===== src/rtl/tx_4phase_sender_pkg.sv =====
// Shared definitions for the four-phase req/ack sender and its receiver-side peer.
package tx_4phase_sender_pkg;

    localparam int unsigned DEFAULT_DATA_WIDTH = 8;

    typedef enum logic [1:0] {
        IDLE     = 2'b00,
        SETUP    = 2'b01,
        REQ_HIGH = 2'b10,
        WAIT_LOW = 2'b11
    } state_t;

endpackage


===== src/rtl/tx_4phase_sender_sync_chain.sv =====
// Multi-flop synchroniser for a single asynchronous level; also usable for the receiver's req input.
module sync_chain #(
    parameter int unsigned SYNC_STAGES = 2
) (
    input  logic clk,
    input  logic reset,
    input  logic d,
    output logic q
);

    logic [SYNC_STAGES-1:0] chain;

    always_ff @(posedge clk or posedge reset) begin
        if (reset) begin
            chain <= '0;
        end else begin
            chain <= {chain[SYNC_STAGES-2:0], d};
        end
    end

    assign q = chain[SYNC_STAGES-1];

endmodule


===== src/rtl/tx_4phase_sender.sv =====
// Sending side of a four-phase return-to-zero req/ack link: accepts one word over
// valid/ready, presents it on a registered bus, then runs a full req/ack handshake.
module tx_4phase_sender
    import tx_4phase_sender_pkg::*;
#(
    parameter int unsigned DATA_WIDTH  = DEFAULT_DATA_WIDTH,
    parameter int unsigned SYNC_STAGES = 2,
    parameter int unsigned CNT_WIDTH   = 16
) (
    input  logic                  clk,
    input  logic                  reset,
    input  logic                  in_valid,
    input  logic [DATA_WIDTH-1:0] in_data,
    output logic                  in_ready,
    input  logic                  ack,
    output logic                  req,
    output logic [DATA_WIDTH-1:0] output_tx,
    output logic                  busy,
    output logic                  done,
    output logic [CNT_WIDTH-1:0]  xfer_count
);

    state_t                state_q, state_d;
    logic                  ack_s;
    logic                  req_d;
    logic                  done_d;
    logic [DATA_WIDTH-1:0] tx_d;
    logic [CNT_WIDTH-1:0]  cnt_d;

    // Raw ack is asynchronous; only the synchronised copy reaches the FSM.
    sync_chain #(
        .SYNC_STAGES(SYNC_STAGES)
    ) u_ack_sync (
        .clk  (clk),
        .reset(reset),
        .d    (ack),
        .q    (ack_s)
    );

    // Decoded from registers only; blocks a new word until the peer has returned to zero.
    assign in_ready = (state_q == IDLE) && !ack_s;
    assign busy     = (state_q != IDLE);

    always_ff @(posedge clk or posedge reset) begin
        if (reset) begin
            state_q    <= IDLE;
            req        <= 1'b0;
            done       <= 1'b0;
            output_tx  <= '0;
            xfer_count <= '0;
        end else begin
            state_q    <= state_d;
            req        <= req_d;
            done       <= done_d;
            output_tx  <= tx_d;
            xfer_count <= cnt_d;
        end
    end

    // SETUP gives the data bus one full clock to settle before req rises.
    always_comb begin
        state_d = state_q;
        req_d   = req;
        done_d  = 1'b0;
        tx_d    = output_tx;
        cnt_d   = xfer_count;
        case (state_q)
            IDLE: begin
                req_d = 1'b0;
                if (in_valid && in_ready) begin
                    tx_d    = in_data;
                    state_d = SETUP;
                end
            end
            SETUP: begin
                req_d   = 1'b1;
                state_d = REQ_HIGH;
            end
            REQ_HIGH: begin
                req_d = 1'b1;
                if (ack_s) begin
                    req_d   = 1'b0;
                    state_d = WAIT_LOW;
                end
            end
            WAIT_LOW: begin
                req_d = 1'b0;
                if (!ack_s) begin
                    done_d  = 1'b1;
                    cnt_d   = xfer_count + CNT_WIDTH'(1);
                    state_d = IDLE;
                end
            end
            default: begin
                req_d   = 1'b0;
                state_d = IDLE;
            end
        endcase
    end

endmodule


===== config.mk =====
export PLATFORM = sky130hd
export DESIGN_NAME = tx_4phase_sender
export DESIGN_NICKNAME = d
export VERILOG_FILES = /design/src/rtl/tx_4phase_sender_pkg.sv /design/src/rtl/tx_4phase_sender_sync_chain.sv /design/src/rtl/tx_4phase_sender.sv
export SDC_FILE = /design/constraint.sdc
export NUM_CORES = 1
export LEC_CHECK = 0
export CORE_MARGIN = 2
export CORE_UTILIZATION = 50
export CTS_CLUSTER_SIZE = 8
export DETAILED_ROUTE_END_ITERATION = 7
export DONT_BUFFER_PORTS = 1
export PLACE_DENSITY = 0.68
export SLEW_MARGIN = 40
export SYNTH_ARGS = -nofsm -noshare
export SYNTH_HDL_FRONTEND = slang
export SYNTH_SLANG_ARGS = --single-unit

===== constraint.sdc =====
create_clock -name clk -period 1.36 [get_ports clk]
set_input_delay 0 -clock clk [delete_from_list [all_inputs] [get_ports clk]]
set_output_delay 0 -clock clk [all_outputs]
set_load 0.01 [all_outputs]

# After elaboration in Yosys (flattened, before gate mapping)
# Cells that the tools add are included.
[word_totals]
regBits = 30
latch_bits = 0
ramBits = 0
romBits = 0
input_bits = 12
output_inout_bits = 28
word_cells = 30
n_memories = 0
[classes]
n_addsub = 1
multipliers = 0
div = 0
order_cmp = 0
n_eq_ne = 6
shifts = 0
n_mux = 7
bitwise_logic = 1
reduce_logical = 9
[op_table]
columns = ["op", "n"]
rows = [
  ["$add 16x1->16 const B", 1],
  ["$pmux 2 s4", 1],
  ["$mux 2", 3],
  ["$eq 2x2->1 const B", 2],
  ["$ne 2x1->1 const B", 2],
  ["$reduce_and 2->1", 2],
  ["$pmux 1 s3", 1],
  ["$reduce_and 3->1", 1],
  ["$eq 2x1->1 const B", 1],
  ["$logic_and 1x1->1", 2],
  ["$logic_not 2->1", 1],
  ["$mux 1", 2],
  ["$ne 2x2->1 const B", 1],
  ["$reduce_bool 2->1", 1],
  ["$reduce_or 2->1", 1],
  ["$logic_not 1->1", 1],
  ["$not 1->1", 1],
]

# Logic depth before layout (Yosys ltp)
# Gate-level depths: netlist of run 1.
[logic_depth]
ltp_word = 5
mapped_depth = 6
ltp_nobuf = 6

# By module
# Synthesis of run 1 repeated with hierarchy kept, for this count alone.
[unflattened]
cells_unflattened = 102
hier_area_um2 = 1331.3
[modules_own_cells]
columns = ["mod", "n_inst", "cells_per_inst", "area_per_inst_um2", "seq_area_each_um2"]
rows = [
  ["tx_4phase_sender", 1, 99, 1277.5, 700.7],
  ["sync_chain", 1, 3, 53.8, 50.0],
]

# Worst setup path after synthesis of run 1
# OpenSTA, ideal clock, no wires.
[synth_path]
kind = "reg2reg"
start = "reg state_q[0]"
end = "reg state_q[1]"
setup_time_ns = 0.125
t_arrival_ns = 1.365
required_time_ns = 1.235
setup_slack_ns = -0.130
stages_incl_launch_ff = 7
n_path_buf = 0
synth_period_minus_slack_ns = 1.490
path_cell_list = "dfrtp_1 > inv_1 > ha_1 > nor2b_1 > nor3_1 > a21oi_1 > mux2_2"
[synth_via]
elab_chain_cells = 5
word_cells_on_any_way = 11
cone_classes = "eq/ne (6); mux (1); reduce/logical (4)"
[synth_lines]
columns = ["element", "line_no", "rtl"]
rows = [
  ["start, declared", "tx_4phase_sender.sv:23", "state_t state_q, state_d;"],
  ["start signal, assigned", "tx_4phase_sender.sv:52", "state_q <= state_d;"],
  ["$logic_not 2->1", "tx_4phase_sender.sv:41, tx_4phase_sender.sv:67", ""],
  ["$logic_and 1x1->1", "tx_4phase_sender.sv:41", "assign in_ready = (state_q == IDLE) && !ack_s;"],
  ["$logic_and 1x1->1", "tx_4phase_sender.sv:70", "if (in_valid && in_ready) begin"],
  ["$ne 2x1->1 (no source line)", "--", ""],
  ["$reduce_and 3->1 (no source line)", "--", ""],
]
# Parallel ways exist; a longest one is shown, timed or not.
# A chain may end at the register's enable or synchronous reset.

# Final worst setup path of run 1
[layout_path]
start = "reg state_q[1]"
end = "reg state_q[1]"
# Same word-level chain as after synthesis.

==> results of run 1 <==
==> power by group through the flow <==
stage	logic [mW]	registers [mW]	clock network, mW
4_1_cts	1.17	1.38	0.564
6_report	1.59	1.41	0.551
2_1_floorplan	0.615	1.42	0
3_3_place_gp	0.999	1.38	0
3_5_place_dp	1.07	1.39	0
5_1_grt	1.72	1.44	0.611
==> how the worst max path moves through the flow <==
stage | to | from
detailed placement | state_q[1] | state_q[0]
finish | state_q[1] | state_q[1]
CTS | state_q[1] | state_q[0]
global route | state_q[1] | state_q[1]
global placement | xfer_count[15] | state_q[1]
floorplan | state_q[1] | state_q[1]
==> per-stage QoR <==
step	util, %	setup slack, ns	hold WS, ns
6_report	76.18	-0.2353	0.1400
4_1_cts	69.42	-0.1323	0.1208
2_1_floorplan	-	-0.04502	0.03143
3_5_place_dp	61.91	-0.1267	-0.01270
3_3_place_gp	61.91	-0.04643	-0.01341
5_1_grt	76.18	-0.2608	0.1436
==> cells in the mapped netlist (2+ instances only) <==
library cell,n
nor3_1,2
xnor2_1,9
nor2_1,6
nor2b_1,2
dfrtp_1,30
and3_1,4
nand4_1,2
xor2_1,6
ha_1,5
nand3_1,3
inv_1,4
nand2_1,7
mux2_2,10
a21oi_1,4
==> area by class of cell <==
class,count,area share [%]
sequential,30,39.49
multi-input combinational,69,35.35
timing repair buffer,41,19.12
clock buffer,7,2.891
tap,30,1.971
inverter,4,0.9198
clock inverter,1,0.2628
==> state kept, by name, summed over array words and instances, names as in the netlist <==
register          flops
req                   1
xfer_count           16
u_ack_sync.chain      2
state_q               2
output_tx             8
done                  1
==> layer usage <==
layer,up-vias,track usage (%)
li1,443,-
met1,462,21.26
met2,28,31.80
met3,9,9.133
met4,0,10.10
met5,-,0
==> timing repair <==
| item | CTS | global route |
|---|---|---|
| resized for setup | 1 | 28 |
| endpoints found under the hold margin | 39 | 0 |
| pin swaps | 1 | 9 |
| hold buffers | 10 | 0 |
| endpoints found under the setup margin | 16 | 23 |
| buffers inserted | 3 | 5 |
==> critical path, stage by stage, from the launching register on <==
cell and delay, ns:
dfrtp_2 0.45, buf_4 0.15, ha_1 0.22, nor3_2 0.28, a21oi_2 0.08, mux2_4 0.30
==> cell families after synthesis <==
group,count (synthesis),synth area share [%]
DFF,30,56.76
buffers and inverters,4,1.135
xor gates and xnor gates,15,9.934
and+or+nand+nor,35,17.41
adders and majority gates,5,4.730
muxes,10,8.515
AOI/OAI and AO/OA,4,1.514
==> out/qor_table.md, run 1 <==
| Step | Metric | This run |
|---|---|---|
| place | Total of buffers placed on input and output ports | 0 |
| global route | GR Util All Layers | 19.58% |
| floorplanning | Overall die area | 3072 um2 |
| worst setup path | Crit path DAT | 1.81 ns |
| synth | Number of distinct standard cells referenced by the synthesized netlist | 23 |
| power | Switch share | 35.19% |
| power | Leakage dissipation | 0.9705 nW |
| synth | Number of enable flip-flop cells after synthesis | 0 |
| finish | Number of filler cells placed in the layout | 158 |
| place | Total instance count after detailed placement | 156 |
| finish | Multi-input logic area | 673.1 um2 |
| finish | Fraction of final layout cells sized beyond drive strength 1 | 44.08% |
| power | Tot Pwr | 3.550 mW |
| clocking | Insertion delay of the later-clocked pin in the worst-skew pair | 0.34 ns |
| worst setup path | Cells on worst reg2reg path | 5 |
| clocking | Max clock buf depth | 2 |
| worst hold path | Worst Hold Class | in2reg |
| power | Psw | 1.249 mW |
| run status | Violations in the final reports | negative setup slack |
| route | Detailed Route Iter0 Violations | 28 |
| worst setup path | Critical path launch point type | register |
| route | Length of the first detailed-routing pass in iterations | 3 |
| finish | # nets final | 168 |
| synth | Most area-consuming cells after synthesis | dfrtp_1 57%, mux2_2 8.5%, xnor2_1 6.0% |
| sta | Max-slew violation count | 0 |
| sta | Count of final hold-check violations | 0 |
| sta | Achievable frequency | 626.8 MHz |
| global route | Maximum number of pins on one net before global-route repair | 31 |
| worst setup path | Start of the worst register-to-register path | state_q[1] |
| run status | Result of the run | finished with violations |
| route | Average routed wire per standard cell | 16.24 um |
| clocking | Library cell used as clock root buffer | clkbuf_4 |
| sta | Setup tns final | -0.8929 ns |
| synth | Register bit total from synthesis | 30 |
| finish | Area Growth Syn to Fin | 43.99% |
| synth | Register area share after synthesis | 56.76% |
| sta | Maximum clock skew at final layout | 0.01115 ns |
| floorplanning | Die Span X | 55.43 um |
| floorplanning | Core area | 2500 um2 |
| run | Max-cap violations | 0 |
| clocking | CTS H-tree depth | 2 |
| clocking | Reg clk slew, reported paths | 0.09 ns |
| finish | Commonest cells after routing, fill and taps aside | 29 x dfrtp_1, 25 x buf_4, 10 x dlygate4sd3_1 |
| power | Power density of the placed cells | 1864 nW/um2 |
| worst hold path | Number of cells on the worst hold path | 4 |
| synth | Post-Synthesis Cells | 103 |
| route | Met3 routed WL | 192 um |
| worst hold path | Min-Delay Endpoint | state_q[0] |
| worst setup path | CP Capture Type | register |
| worst setup path | Setup slack of the worst register-to-register path | -0.24 ns |
| place | Sum of net half-perimeters after detailed placement | 1.843 mm |
| route | Number of DRC violations after detailed routing | 0 |
| worst hold path | Hold wc startpoint | in_valid |
| synth | Net count after synthesis | 120 |
| sta | RSZ-0062 raised after global routing | true |
| place | Post-DP Area | 1548 um2 |
| worst setup path | Critical setup path kind | reg2reg |
| route | Detailed route wirelength on metal2 | 1.579 mm |
| route | Antenna violation net count after detailed routing | 0 |
| floorplanning | Number of top-level design ports | 40 |
| finish | Non-filler instance count after layout | 182 |
| sta | Portion of the clock cycle consumed by the worst path in the final layout | 117.3% |
| sta | Tightest Pin Transition | 0.3762 ns |
| sta | Minimum clock period | 1.595 ns |
| worst setup path | R2R Path End | state_q[1] |
| synth | Summed instance area of the synthesized netlist | 1323 um2 |
| finish | Non-Filler Cell Area, Final | 1904 um2 |
| floorplanning | Placement row count | 18 |
| power | Internal | 2.301 mW |
| floorplanning | Starting Density | 52.90% |
| synth | Most common flop cell mapped by yosys | dfrtp_1 |
| clocking | Clock Sink Count | 30 |
| worst setup path | Worst EP required | 1.58 ns |
| sta | Relative slew margins | 74.92% |
| global route | Total grt overflow | 0 |
| route | Routed WL | 2.956 mm |
| power | Worst voltage drop across the vdd grid | 0.001559 V |
| synth | Ys Warns | 0 |
| finish | Number of antenna cells inserted | 0 |
| place | Weighted congestion reported at the end of routability-driven placement | 0.7629 |
| global route | Global-route wire length before repair | 4.533 mm |
| synth | Share of Yosys cell area claimed by the top area cell type | 56.76% |
| power | Clock power frac | 15.5% |
| worst setup path | Maximum net fanout on the critical path | 3 |
| route | Via density | 5.176 |
| sta | Worst Slack Setup Final | -0.2353 ns |
| floorplanning | Vertical die dimension | 55.43 um |
| route | Number of vias in the routed layout | 942 |
| synth | Mean Syn Cell Area | 12.84 um2 |
| synth | Top cell type by total area after synthesis | dfrtp_1 |
| synth | Fraction of registers with async set or reset after synthesis | 100.0% |
| finish | Most common cell after layout, fill and taps aside | dfrtp_1 |
| global route | Initial antenna violation count | 0 |
| sta | Setup violators final | 10 |
| global route | Number of global-route vias before repair | 1,000 |
| clocking | CTS tree | yes |
| clocking | Total clock buffers created by CTS | 5 |
| power | Seq pwr share | 39.7% |
| route | Top sig layer | met4 |
| power | Combinational fraction of design power | 44.8% |
| finish | Sequential cell area in the final layout | 752.0 um2 |
| route | Sum of routed wire segments on met1 | 1.091 mm |
Note: power is estimated with default switching activity, not from simulation.
==> run 2: changes to the inputs <==
Settings changed: PLACE_DENSITY 0.68 to unset.
Clock period 1.36 ns to 1.8 ns, I/O delays scaled along.
==> run 2 against run 1 <==
The flow now finishes without violations. Clock power is 26% lower. Wire length fell by 26%. Clock skew down 0.0031 ns. Die area is the same. Final cell count down 16%. Combinational power decreased by 67%. Core utilization is 15 points lower. Register-to-register slack improved by 0.40 ns. Non-clock buffer count decreased by 29. First-iteration DRC count is 57% lower. Power decreased by 43%. Critical path type unchanged. Critical endpoint unchanged. Largest cell class unchanged. Highest routed layer unchanged.
==> out/qor_table.md, run 2 (synthesis gave the netlist of run 1 again) <==
| Step | Metric | This run | vs previous |
|---|---|---|---|
| sta | Minimum clock period | 1.637 ns | was 1.595 ns |
| worst setup path | Worst EP required | 2.01 ns | was 1.58 ns |
| power | Tot Pwr | 2.030 mW | was 3.550 mW |
| sta | Max-slew violation count | 0 | unchanged |
| power | Power density of the placed cells | 1322 nW/um2 | was 1864 nW/um2 |
| worst setup path | Critical setup path kind | reg2reg | unchanged |
| clocking | CTS tree | yes | unchanged |
| finish | Final core occ | 61.41% | was 76.18% |
| worst hold path | Worst Hold Class | in2reg | unchanged |
| clocking | Clock Sink Count | 30 | unchanged |
| route | Length of the first detailed-routing pass in iterations | 2 | was 3 |
| floorplanning | Overall die area | 3072 um2 | unchanged |
| route | Number of DRC violations after detailed routing | 0 | unchanged |
| sta | RSZ-0062 raised after global routing | false | was true |
| place | Weighted congestion reported at the end of routability-driven placement | 0.6869 | was 0.7629 |
| sta | Maximum clock skew at final layout | 0.008024 ns | was 0.01115 ns |
| sta | Minimum hold slack | 0.09474 ns | was 0.1400 ns |
| finish | Sequential cell area in the final layout | 750.7 um2 | was 752.0 um2 |
| global route | Global-route wire length before repair | 3.788 mm | was 4.533 mm |
| route | Via density | 5.261 | was 5.176 |
| place | Setup Slack @ Placement | 0.1787 ns | was -0.1267 ns |
| clocking | Insertion delay of the later-clocked pin in the worst-skew pair | 0.32 ns | was 0.34 ns |
| route | Detailed Route Iter0 Violations | 12 | was 28 |
| route | Routed WL | 2.197 mm | was 2.956 mm |
| finish | Number of filler cells placed in the layout | 213 | was 158 |
| finish | Number of antenna cells inserted | 0 | unchanged |
| floorplanning | Number of top-level design ports | 40 | unchanged |
| route | Antenna violation net count after detailed routing | 0 | unchanged |
| worst setup path | Crit path DAT | 1.85 ns | was 1.81 ns |
| finish | Most common cell after layout, fill and taps aside | dfrtp_1 | unchanged |
| place | Post-DP Area | 1375 um2 | was 1548 um2 |
| route | Number of vias in the routed layout | 805 | was 942 |
| clocking | Quantity of gates resized following cts | 0 | was 1 |
| finish | Biggest registers after layout | xfer_count x16, output_tx x8 | unchanged |
| finish | Max FFs per register | 16 | unchanged |
| worst setup path | Cell-by-cell listing of the critical path | inv_1, ha_1, nor2b_1, nor3_1, a21oi_1, mux2_2 | was buf_4, ha_1, nor3_2, a21oi_2, mux2_4 |
| sta | Relative slew margins | 75.71% | was 74.92% |
| global route | Initial antenna violation count | 0 | unchanged |
| global route | Maximum number of pins on one net before global-route repair | 31 | unchanged |
| clocking | Total clock buffers created by CTS | 5 | unchanged |
| power | Leakage dissipation | 0.7580 nW | was 0.9705 nW |
| finish | Area Growth Syn to Fin | 16.08% | was 43.99% |
| clocking | Max clock buf depth | 2 | unchanged |
| place | Sum of net half-perimeters after detailed placement | 1.564 mm | was 1.843 mm |
| finish | Non-filler instance count after layout | 153 | was 182 |
| sta | Worst Slack Setup Final | 0.1633 ns | was -0.2353 ns |
| finish | Fraction of final layout cells sized beyond drive strength 1 | 20.33% | was 44.08% |
| sta | Achievable frequency | 611.0 MHz | was 626.8 MHz |
| sta | Count of final hold-check violations | 0 | unchanged |
| power | Worst voltage drop across the vdd grid | 0.0007908 V | was 0.001559 V |
| worst setup path | Maximum net fanout on the critical path | 5 | was 3 |
| run status | Result of the run | finished clean | was finished with violations |
| worst setup path | CP Capture Type | register | unchanged |
| floorplanning | Placement row count | 18 | unchanged |
| finish | Commonest cells after routing, fill and taps aside | 30 x dfrtp_1, 10 x mux2_2, 10 x dlygate4sd3_1 | was 29 x dfrtp_1, 25 x buf_4, 10 x dlygate4sd3_1 |
| finish | Top register by number of flip-flops | xfer_count | unchanged |
| clocking | Reg clk slew, reported paths | 0.09 ns | about the same |
| floorplanning | Vertical die dimension | 55.43 um | unchanged |
| place | Total instance count after detailed placement | 135 | was 156 |
| run | Max-cap violations | 0 | unchanged |
| floorplanning | Die Span X | 55.43 um | unchanged |
| global route | GR Util All Layers | 16.56% | was 19.58% |
| floorplanning | Core area | 2500 um2 | unchanged |
| clocking | CTS H-tree depth | 2 | unchanged |
| global route | Number of global-route vias before repair | 850 | was 1,000 |
| floorplanning | Starting Density | 52.90% | unchanged |
| global route | Total grt overflow | 0 | unchanged |
| clocking | Library cell used as clock root buffer | clkbuf_4 | unchanged |
| sta | Setup tns final | 0 ns | was -0.8929 ns |
| worst setup path | Slowest stage delay, CP | 0.39 ns | was 0.45 ns |
| route | Average routed wire per standard cell | 14.36 um | was 16.24 um |
| finish | # nets final | 139 | was 168 |
| finish | Multi-input logic area | 556.8 um2 | was 673.1 um2 |
| worst setup path | Crit-path slowest cell | dfrtp_1 | was dfrtp_2 |
| finish | Non-Filler Cell Area, Final | 1535 um2 | was 1904 um2 |
| worst setup path | Critical path launch point type | register | unchanged |
| sta | Portion of the clock cycle consumed by the worst path in the final layout | 90.93% | was 117.3% |
| sta | Tightest Pin Transition | 0.3643 ns | was 0.3762 ns |
| place | Total of buffers placed on input and output ports | 0 | unchanged |
| sta | Setup violators final | 0 | was 10 |
-- run 2: cell types whose count changed in the layout (fill, tap and decap cells not counted), moves of 2 or more --
cell / change
inv_1: +3
nor3_2: -2
ha_4: -3
inv_2: -2
buf_6: -5
buf_4: -23
mux2_2: +9
mux2_4: -9
nor3_1: +2
ha_1: +3
-- run 2: what timing repair did --
action                                 CTS  global route
buffers inserted                         0             0
hold buffers                            10             0
endpoints found under the hold margin   39             0
-- run 2: area by class of cell --
type / instances / share of cell area [%]
Sequential cell: 30 / 48.90
Multi-Input combinational cell: 69 / 36.27
Timing Repair Buffer: 12 / 7.498
Clock buffer: 7 / 3.586
Tap cell: 30 / 2.445
Inverter: 4 / 0.9780
Clock inverter: 1 / 0.3260
-- run 2: worst max-delay path: cells and delay by family (launching register included) --
family | cells | cell delay [ns]
AO/OA/AOI/OAI | 1 | 0.17
adder cells (fa/ha/maj) | 1 | 0.28
multiplexers | 1 | 0.35
flip-flops | 1 | 0.39
AND/OR/NAND/NOR | 2 | 0.21
buffers and inverters | 1 | 0.12
-- run 2: where the power goes --
group          switching [mW]  total [mW]  internal, mW
Clock                   0.220       0.409         0.189
Combinational           0.265       0.526         0.261
Sequential              0.235        1.09         0.860
Total                   0.720        2.03          1.31
-- run 2: metal layers --
metal  vias to the layer above  share of wire (%)  GRT usage (%)
met2                        32                 53          28.40
li1                        388                  -              -
met1                       383                 38          16.23
met5                         -                  0              0
met4                         0               0.55          5.226
met3                         2                8.1          10.54
-- run 2: final timing paths --
check | startpoint | cells after the start | slack [ns] | endpoint
max | state_q[0] | 6 | 0.16 | state_q[1]
min | in_valid | 4 | 0.09 | state_q[0]
max reg2reg | state_q[0] | 6 | 0.16 | state_q[1]
min reg2reg | u_ack_sync.chain[0] | 0 | 0.36 | u_ack_sync.chain[1]
max in group asynchronous | reset | 3 | 1.33 | output_tx[1]
min in group asynchronous | reset | 3 | 0.20 | xfer_count[13]
